==> src/rtl/seq_functional_unit.sv <==
// Multi-cycle functional unit: single-cycle ALU ops plus a bit-serial logical shifter.
// One request is accepted in IDLE; the result is registered with its flags and flagged by a one-cycle out_valid.
module seq_functional_unit #(
   parameter int nBit = 16
) (
   input  logic            clk,
   input  logic            rst,
   input  logic            in_valid,
   output logic            in_ready,
   input  logic [2:0]      FS,
   input  logic [nBit-1:0] A,
   input  logic [nBit-1:0] B,
   output logic            out_valid,
   output logic [nBit-1:0] out,
   output logic            zero_flag,
   output logic            carry_flag,
   output logic            ovf_flag
);

   // Shift-amount width is tied to the datapath width.
   localparam int SHW = $clog2(nBit);
   localparam int MSB = nBit - 1;
   localparam logic [SHW-1:0] AMT_ONE = SHW'(1);

   typedef enum logic [1:0] {
      S_IDLE  = 2'd0,
      S_SHIFT = 2'd1,
      S_DONE  = 2'd2
   } state_t;

   state_t          state_reg;
   logic [nBit-1:0] work_reg;
   logic [SHW-1:0]  cnt_reg;
   logic            dir_reg;
   logic [nBit-1:0] out_reg;
   logic            zero_reg;
   logic            carry_reg;
   logic            ovf_reg;
   logic            valid_reg;
   logic            ready_reg;

   logic [SHW-1:0]  amt;
   logic            go_shift;
   logic [nBit:0]   sum_ext;
   logic [nBit:0]   diff_ext;
   logic [nBit-1:0] a_step;
   logic [nBit-1:0] work_step;
   logic [nBit-1:0] imm_res_next;
   logic            imm_carry_next;
   logic            imm_ovf_next;

   function automatic logic [nBit-1:0] shift1(input logic [nBit-1:0] v, input logic right);
      return right ? {1'b0, v[nBit-1:1]} : {v[nBit-2:0], 1'b0};
   endfunction

   assign amt       = B[SHW-1:0];
   assign sum_ext   = {1'b0, A} + {1'b0, B};
   assign diff_ext  = {1'b0, A} + {1'b0, ~B} + {{nBit{1'b0}}, 1'b1};
   assign a_step    = shift1(A, FS[0]);
   assign work_step = shift1(work_reg, dir_reg);
   // Shifts of 0 or 1 finish straight from IDLE; longer ones need the SHIFT state.
   assign go_shift  = FS[2] & FS[1] & (amt > AMT_ONE);

   always_comb begin
      imm_res_next   = '0;
      imm_carry_next = 1'b0;
      imm_ovf_next   = 1'b0;
      case (FS)
         3'b000: begin
            imm_res_next   = sum_ext[nBit-1:0];
            imm_carry_next = sum_ext[nBit];
            imm_ovf_next   = (A[MSB] == B[MSB]) && (sum_ext[MSB] != A[MSB]);
         end
         3'b001: begin
            imm_res_next   = diff_ext[nBit-1:0];
            imm_carry_next = diff_ext[nBit];
            imm_ovf_next   = (A[MSB] != B[MSB]) && (diff_ext[MSB] != A[MSB]);
         end
         3'b010:  imm_res_next = A & B;
         3'b011:  imm_res_next = A | B;
         3'b100:  imm_res_next = A ^ B;
         3'b101:  imm_res_next = {{(nBit-1){1'b0}}, ($signed(A) < $signed(B))};
         default: imm_res_next = (amt == '0) ? A : a_step;
      endcase
   end

   // The first shift step is taken on the acceptance edge so a k-bit shift
   // reports its result exactly k cycles after acceptance.
   always_ff @(posedge clk) begin
      if (rst) begin
         state_reg <= S_IDLE;
         work_reg  <= '0;
         cnt_reg   <= '0;
         dir_reg   <= 1'b0;
         out_reg   <= '0;
         zero_reg  <= 1'b0;
         carry_reg <= 1'b0;
         ovf_reg   <= 1'b0;
         valid_reg <= 1'b0;
         ready_reg <= 1'b1;
      end else begin
         case (state_reg)
            S_IDLE: begin
               valid_reg <= 1'b0;
               if (in_valid) begin
                  ready_reg <= 1'b0;
                  if (go_shift) begin
                     work_reg  <= a_step;
                     cnt_reg   <= amt - AMT_ONE;
                     dir_reg   <= FS[0];
                     state_reg <= S_SHIFT;
                  end else begin
                     out_reg   <= imm_res_next;
                     zero_reg  <= (imm_res_next == '0);
                     carry_reg <= imm_carry_next;
                     ovf_reg   <= imm_ovf_next;
                     valid_reg <= 1'b1;
                     state_reg <= S_DONE;
                  end
               end
            end
            S_SHIFT: begin
               work_reg <= work_step;
               cnt_reg  <= cnt_reg - AMT_ONE;
               if (cnt_reg == AMT_ONE) begin
                  out_reg   <= work_step;
                  zero_reg  <= (work_step == '0);
                  carry_reg <= 1'b0;
                  ovf_reg   <= 1'b0;
                  valid_reg <= 1'b1;
                  state_reg <= S_DONE;
               end
            end
            S_DONE: begin
               valid_reg <= 1'b0;
               ready_reg <= 1'b1;
               state_reg <= S_IDLE;
            end
            default: begin
               valid_reg <= 1'b0;
               ready_reg <= 1'b1;
               state_reg <= S_IDLE;
            end
         endcase
      end
   end

   assign in_ready   = ready_reg;
   assign out_valid  = valid_reg;
   assign out        = out_reg;
   assign zero_flag  = zero_reg;
   assign carry_flag = carry_reg;
   assign ovf_flag   = ovf_reg;

endmodule

==> config.mk <==
export PLATFORM = sky130hd
export DESIGN_NAME = seq_functional_unit
export DESIGN_NICKNAME = d
export VERILOG_FILES = /design/src/rtl/seq_functional_unit.sv
export SDC_FILE = /design/constraint.sdc
export NUM_CORES = 1
export LEC_CHECK = 0
export ABC_AREA = 1
export BUFFER_PORTS_ARGS = -buffer_cell sky130_fd_sc_hd__buf_2
export CAP_MARGIN = 5
export CORE_MARGIN = 3
export CORE_UTILIZATION = 53
export DETAILED_ROUTE_END_ITERATION = 10
export PLACE_DENSITY = 0.76
export RECOVER_POWER = 25
export SYNTH_ARGS = -nofsm -noshare
export SYNTH_HDL_FRONTEND = slang
export SYNTH_SLANG_ARGS = --single-unit
==> constraint.sdc <==
create_clock -name clk -period 2.3 [get_ports clk]
set_input_delay 0.46 -clock clk [delete_from_list [all_inputs] [get_ports clk]]
set_output_delay 0.46 -clock clk [all_outputs]
set_load 0.01 [all_outputs]
# Word-level counts from Yosys, hierarchy flattened
# Cells that the tools add are included.
# classes
add_sub_neg	5
multipliers	0
n_div	0
order_cmp	2
eq_ne	15
shifts	0
mux	37
n_bitwise	7
n_reduce_logical	13
# ops
op	count
16-bit two-way mux	8
16-bit one-hot mux with 6 select lines	1
16-bit one-hot mux with 2 select lines	2
16-bit by 16-bit adder with 17-bit output	2
16-bit logical NOT	2
17-bit by 1-bit adder with 17-bit output, second input constant	1
16-bit bitwise AND	1
16-bit < comparator	1
16-bit inverter	1
16-bit bitwise OR	1
16-bit bitwise XOR	1
1-bit one-hot mux with 2 select lines	7
1-bit two-way mux	12
4-bit two-way mux	2
2-bit != test, second input constant	4
4-bit one-hot mux with 2 select lines	1
4-bit by 1-bit subtractor with 4-bit output, second input constant	2
3-bit by 2-bit == test with 1-bit output, second input constant	2
3-bit == test, second input constant	2
2-bit two-way mux	3
3-bit AND reduction	2
4-bit by 1-bit == test with 1-bit output, second input constant	1
4-bit by 1-bit greater-than comparator with 1-bit output, second input constant	1
4-bit logical NOT	1
13 further kinds	18
# totals
register_bits	44
latchBits	0
ram_bits	0
rom_bits	0
output_inout_bits	21
word_cells	89
memories	0

# Longest topological paths before layout
# Gate-level depths: netlist (run 1).
# logic_depth
depth_word	9
depth_mapped	18
depth_no_buf	18

# Worst setup path before layout (run 1)
# Ideal clock, no wire load.
# synth_path
path_type	input to register
from	in A[0]
to	reg zero_reg (netlist: zero_flag)
arrival_ns	2.082
required_ns	2.230
setup_slack_ns	0.148
cell_stages	17
n_path_buf	0
cell_sequence	inv_1 > ha_1 > inv_1 > fa_1 > nand2_1 > nand2_1 > nand3_1 > nand2_1 > nand2_1 > nand3_1 > nand3_1 > nand3_1 > nor2_1 > nand2_1 > nor2_1 > nand3_1 > a21oi_1
# synth_via
elab_chain_cells	7
# synth_lines
item	line_no	rtl
start, declared	11	input logic [nBit-1:0] A,
16-bit by 16-bit adder with 17-bit output or 16-bit two-way mux (tied branches)	58, 53	
17-bit by 1-bit adder with 17-bit output or 16-bit two-way mux (tied branches)	58, 83	
16-bit one-hot mux with 6 select lines (*)	68	case (FS)
16-bit logical NOT (*)	114	zero_reg <= (imm_res_next == '0);
1-bit two-way mux (*)	107	if (go_shift) begin
1-bit two-way mux (*)	105	if (in_valid) begin
1-bit one-hot mux with 2 select lines (*)	102	case (state_reg)
end signal, assigned	114	
end signal, assigned	127	zero_reg <= (work_step == '0);
end, declared	36	logic zero_reg;
# Mark *: on every way between the ends. The rest lies on a longest branch, timed or not. The select of a mux whose other input is x is not followed.
# A chain may end at the register's enable or synchronous reset.

# Final worst setup path (run 1)
# layout_path
from	in A[5]
to	reg zero_reg (netlist: zero_flag)
# The elaborated chain is that of the path after synthesis.

==> results.ini, run 1 <==
[timing]
finalClockSkew_ns=0.00747
slew_viol_final=0
final_hold_viol_count=0
max_freq_mhz=454
relSlewSlack_pct=54.3
setup_viol=0
rsz0062_at_grt=true
tightest_slew_ns=0.685
finalCritPeriodShare_pct=95.7
fin_crit_ns=2.20

[synthesis]
synth_xor_area_share_pct=0.634
yosys_register_bits=44
synth-compound-area-share_pct=17.0
yosys_warnings=0
syn_area_per_cell_um2=5.80
synth_fa_ha_area_share_pct=13.6
syn-num-nets=1050
ys_seq_area_share_pct=15.9
syn_area_um2=5530
synth.area.mux_share_pct=1.81
synth-simple-area-share_pct=37.6
synth_top_family_by_area=simple AND/OR/NAND/NOR gates
netlist_instances=953
synthDistinctLibCells=41

[place]
gp_congestion=0.989
dp_hpwl_um=15000
placed_area_um2=6830
portBuffers=58

[route]
post_drt_wl_per_cell_um=15.1
drc=0
first_iter_violations=612
wl_um=18900
vias_per_cell=5.47
via_count=6828
firstDrtPassIters=6
drtAntennaViolNets=0

[cts]
ctsHoldBuffers=0
clock_sinks=44
cts_buffer_depth=2
cts_tree=built
clk_latency_ns=0.30
numCtsBuffers=5
path_clk_slew_ns=0.09
cts_root_buffer=clkbuf_8
cts.htree.levels=2

[global_routing]
grt_pass1_vias=6363
track_usage_pct=32.1
antenna_found_initial=0
grt_overflow=0
grt_max_degree=31
grt_pass1_wl_um=30100

[setup_path]
cp_data_required_time_ns=2.54
cpMaxStageDelayCell=ha_2
cp_top_family=simple AND/OR/NAND/NOR gates
max_stage_delay_ns=0.39
cp_cell_sequence=buf_2, inv_1, ha_2, nand2_1, nor2_2, buf_4, nand2_1, nand3_1, nand2_1, nand3_1, nand3_1, nor2_1, nand2_1, nor2_1, nand3_1, a21oi_1
worstPathMaxFanout=6
crit_path_start_kind=input pin
crit_path_end_kind=register
critPathBufInv=3
crit_type=input pin to register
worstPathArrival_ns=2.44

[floorplanning]
die-area_um2=11700
die_w_um=108
rows=36
initial_core_util_pct=55.5
fp.dieH_um=108
ios=59
core_area_um2=9950

[pwr]
power.switching_w=0.00119
p_comb_share_pct=49.3
swShare_pct=40.0
power_frac_seq_pct=29.2
internal_power_w=0.00178
leakagePower_nw=3.62
vdd_drop_max_mv=0.311
clockPowerShare_pct=21.5
pwr_density_cell_nw_per_um2=416

[finish]
num_antenna_cells=0
utilization_pct=71.9
final_nets=1211
final_cell_area_um2=7160
area_growth_pct=29.6
drive_above_1_share_pct=23.7

[hold_path]
worstHoldPathType=register to register

[flow_run]
cap_violations=0

[status]
outcome=complete, no violations

synth_stat cells:
library cell / count / area, um^2
xor2_1: 2 / 17.5
inv_1: 120 / 450
or2_0: 1 / 6.26
buf_6: 3 / 33.8
nor3_2: 2 / 20.0
mux2i_1: 10 / 100
nor2_4: 1 / 11.3
o21ai_1: 9 / 45.0
o21bai_1: 1 / 7.51
o211ai_1: 8 / 60.1
buf_4: 8 / 60.1
a221oi_1: 2 / 17.5
nand4_1: 15 / 93.8
a31oi_1: 8 / 50.1
a211oi_1: 5 / 37.5
dfxtp_1: 44 / 881
xnor2_1: 2 / 17.5
nor2_2: 5 / 31.3
clkinv_1: 2 / 7.51
nor4_1: 1 / 6.26
nor3_1: 3 / 15.0
buf_2: 24 / 120
a21oi_1: 68 / 340
fa_1: 2 / 40.0
nand2_2: 3 / 18.8
nand3b_1: 1 / 7.51
a21oi_2: 3 / 26.3
inv_2: 12 / 45.0
nor3_4: 1 / 16.3
o21ai_2: 1 / 8.76
ha_1: 57 / 713
nand3_2: 1 / 10.0
o22ai_1: 9 / 56.3
nand2_1: 254 / 953
and2_1: 2 / 12.5
o21ai_0: 51 / 255
o31ai_1: 1 / 7.51
nand3_1: 92 / 460
a211oi_2: 2 / 25.0
nor2_1: 111 / 417
clkbuf_1: 6 / 22.5
power by group through the flow:
stage          Clock [W]  Combinational, W  Sequential [W]
6_report        0.000639           0.00147        0.000870
5_1_grt         0.000668           0.00163        0.000876
4_1_cts         0.000639           0.00138        0.000867
3_5_place_dp           0           0.00137        0.000884
3_3_place_gp           0           0.00136        0.000883
2_1_floorplan          0          0.000795        0.000897
cells in the final DEF, fill, tap and decap left out, types with 2 or more instances in the layout:
| cell | synthesis | final |
|---|---|---|
| clkbuf_1 | 6 | 15 |
| ha_2 | 0 | 5 |
| ha_1 | 57 | 47 |
| dfxtp_1 | 44 | 44 |
| ha_4 | 0 | 5 |
| nor2_1 | 111 | 101 |
| mux2i_1 | 10 | 10 |
| nand2_2 | 3 | 11 |
| a31oi_1 | 8 | 8 |
| clkinv_1 | 2 | 2 |
| o211ai_1 | 8 | 8 |
| inv_4 | 0 | 2 |
| a21oi_1 | 68 | 66 |
| buf_2 | 24 | 42 |
| and2_1 | 2 | 2 |
| nand3_1 | 92 | 85 |
| nand3_2 | 1 | 8 |
| nand2_1 | 254 | 245 |
| nor3_2 | 2 | 3 |
| a221oi_1 | 2 | 2 |
| o21ai_1 | 9 | 9 |
| nor3_1 | 3 | 2 |
| nor2_4 | 1 | 3 |
| o21ai_0 | 51 | 51 |
| xor2_1 | 2 | 2 |
| inv_2 | 12 | 13 |
| buf_4 | 8 | 131 |
| inv_1 | 120 | 117 |
| buf_12 | 0 | 6 |
| o22ai_1 | 9 | 9 |
| nand4_1 | 15 | 15 |
| a211oi_2 | 2 | 2 |
| fa_2 | 0 | 2 |
| nor2_2 | 5 | 13 |
| clkbuf_8 | 0 | 6 |
| a211oi_1 | 5 | 5 |
| a21oi_2 | 3 | 5 |
metal layers:
metal / vias up / track usage [%] / wire [um]
li1: 3395 / - / -
met1: 3061 / 42.8 / 8150
met2: 314 / 52.5 / 8610
met3: 58 / 3.64 / 1310
met4: 0 / 13.8 / 796
met5: - / 0 / 0
path summary, 6_finish.rpt:
| kind | start | end | slack [ns] | cells after the start |
|---|---|---|---|---|
| min | in_ready | in_ready | 0.46 | 2 |
| max | A[5] | zero_flag | 0.1 | 16 |
| min reg2reg | in_ready | in_ready | 0.46 | 2 |
| max reg2reg | dir_reg | zero_flag | 0.27 | 8 |
final cells by class:
cell class	count	area (um^2)
clock buffer	6	82.6
clock inverter	2	38.8
fill	907	2790
inverter	134	508
multi-input combinational	734	4100
sequential	44	881
tap	133	166
timing repair buffer	195	1380
what timing repair did:
| action | CTS | global route |
|---|---|---|
| buffers inserted | 0 | 3 |
| endpoints found under the setup margin | 0 | 11 |
| resized for setup | 0 | 57 |
per-stage QoR:
step | hold WS (ns) | power [W] | setup slack [ns] | TNS [ns] | instances
6_report | 0.464 | 0.00298 | 0.0989 | 0 | 1248
5_1_grt | 0.485 | 0.00317 | -0.0586 | -0.0586 | 1248
4_1_cts | 0.464 | 0.00289 | 0.0114 | 0 | 1245
2_1_floorplan | 0.444 | 0.00169 | 0.148 | 0 | 953
3_3_place_gp | 0.452 | 0.00224 | -0.275 | -1.90 | 1237
3_5_place_dp | 0.452 | 0.00225 | -0.283 | -2.18 | 1237
kinds of logic after synthesis:
group                      Yosys count
AOI/OAI and AO/OA                  168
xor gates and xnor gates             4
adders and majority gates           59
buffers and inverters              175
DFF                                 44
muxes                               10
and+or+nand+nor                    493
worst min-delay path: cells and delay by family, from the launching register on:
kind	cells	cell delay [ns]
AOI/OAI and AO/OA	1	0.06
DFF	1	0.32
and+or+nand+nor	1	0.05
Power figures use the tool's default switching activity.
==> run 2, diff against run 1 <==
--- a/config.mk
+++ b/config.mk
@@ -6,7 +6,7 @@
 export NUM_CORES = 1
 export LEC_CHECK = 0
 export ABC_AREA = 1
-export BUFFER_PORTS_ARGS = -buffer_cell sky130_fd_sc_hd__buf_2
+export BUFFER_PORTS_ARGS = -buffer_cell sky130_fd_sc_hd__clkbuf_2
 export CAP_MARGIN = 5
 export CORE_MARGIN = 3
 export CORE_UTILIZATION = 53
==> results.ini, run 2 (synthesis gave the netlist of run 1 again) <==
[global_routing]
grt_pass1_vias=6233
grt_max_degree=31
grt_pass1_wl_um=29800
grt_overflow=0
track_usage_pct=31.7
antenna_found_initial=0

[flow_run]
cap_violations=0

[setup_path]
crit_path_end_kind=register
worstPathArrival_ns=2.47
cp_data_required_time_ns=2.54
crit_path_start_kind=input pin
crit_type=input pin to register
worstPathMaxFanout=7

[route]
vias_per_cell=5.52
drc=0
wl_um=18600
drtAntennaViolNets=0
first_iter_violations=575
firstDrtPassIters=6
post_drt_wl_per_cell_um=15.0
via_count=6863

[timing]
finalCritPeriodShare_pct=96.9
final_hold_viol_count=0
finalClockSkew_ns=0.00421
tightest_slew_ns=0.598
slew_viol_final=0
holdWs_ns=0.462
setup_viol=0
relSlewSlack_pct=60.1
rsz0062_at_grt=true
fin_crit_ns=2.23
max_freq_mhz=448

[finish]
utilization_pct=70.7
multiInputGateArea_um2=4100
num_antenna_cells=0
final_common_cell=nand2_1
area_growth_pct=27.3
num-fill-cells=930
final_nets=1206
final_cell_mix=nand2_1 (248), buf_4 (131), inv_1 (117)
regArea_um2=881
drive_above_1_share_pct=23.1

[status]
outcome=complete, no violations

[cts]
cts_tree=built
cts_root_buffer=clkbuf_8
clock_sinks=44
cts.htree.levels=2
ctsHoldBuffers=0
numCtsBuffers=5
path_clk_slew_ns=0.08
clk_latency_ns=0.30
cts_buffer_depth=2

[floorplanning]
die-area_um2=11700
core_area_um2=9950
rows=36
fp.dieH_um=108
ios=59
die_w_um=108
initial_core_util_pct=55.5

[pwr]
vdd_drop_max_mv=0.354
swShare_pct=42.2
leakagePower_nw=3.56
total_power_w=0.00281
p_comb_share_pct=51.5
power_frac_seq_pct=31.0
internal_power_w=0.00163
pwr_density_cell_nw_per_um2=400
clockPowerShare_pct=17.5
power.switching_w=0.00118

[place]
dp_hpwl_um=14800
portBuffers=58
gp_congestion=0.998

[hold_path]
worstHoldPathType=register to register

run 2: changes by cell type in the layout (fill, tap and decap cells not counted), sizes merged:
| cell | previous run | this run |
|---|---|---|
| clkbuf | 21 | 61 |
| clkinv | 3 | 5 |
| buf | 180 | 134 |
| bufinv | 1 | 0 |
run 2: critical path, stage by stage:
cell and delay, ns:
clkbuf_2 0.12, inv_1 0.06, ha_1 0.42, nand2_1 0.15, nor2_2 0.19, nand3_1 0.14, nand3_1 0.11, nand2_1 0.05
nand3_1 0.06, nand3_1 0.16, nor2_1 0.15, nand2_1 0.07, nor2_1 0.11, nand3_1 0.09, a21oi_2 0.13
run 2: cell type report:
type | instances | share of cell area [%]
Clock buffer | 5 | 0.978
Clock inverter | 3 | 0.267
Inverter | 134 | 7.15
Multi-Input combinational cell | 734 | 58.3
Sequential cell | 44 | 12.5
Tap cell | 133 | 2.37
Timing Repair Buffer | 190 | 18.4
run 2: metal layers:
layer  wire length (um)  track usage, %  vias to the layer above
met4                696            12.4                        0
li1                   -               -                     3396
met1               8120            42.2                     3084
met2               8470            52.7                      327
met3               1310            3.04                       56
met5                  0               0                        -
run 2: power groups by stage:
| stage | combinational [W] | clock [W] | sequential, W |
|---|---|---|---|
| after floorplan | 0.000795 | 0 | 0.000897 |
| after global placement | 0.00133 | 0 | 0.000885 |
| after detailed placement | 0.00134 | 0 | 0.000886 |
| after CTS | 0.00135 | 0.000495 | 0.000870 |
| after global routing | 0.00160 | 0.000521 | 0.000878 |
| final | 0.00145 | 0.000492 | 0.000871 |
run 2: repair_timing:
item	in CTS	in global routing
setup buffers	0	3
gates resized for setup	0	59
endpoints found under the setup margin	0	9
run 2: final timing paths:
| kind | slack, ns | start | to | cells past startpoint |
|---|---|---|---|---|
| max | 0.07 | A[6] | zero_flag | 15 |
| min | 0.46 | in_ready | in_ready | 2 |
| max reg2reg | 0.29 | dir_reg | zero_flag | 8 |
| min reg2reg | 0.46 | in_ready | in_ready | 2 |
run 2: per-stage QoR:
stage	cells	TNS (ns)	cell area, um^2	setup WS [ns]
floorplan	953	0	5530	0.148
global placement	1232	-1.17	6730	-0.195
detailed placement	1232	-1.65	6730	-0.230
CTS	1240	0	6810	0.0744
global route	1243	-0.104	7030	-0.104
finish	1243	0	7030	0.0703
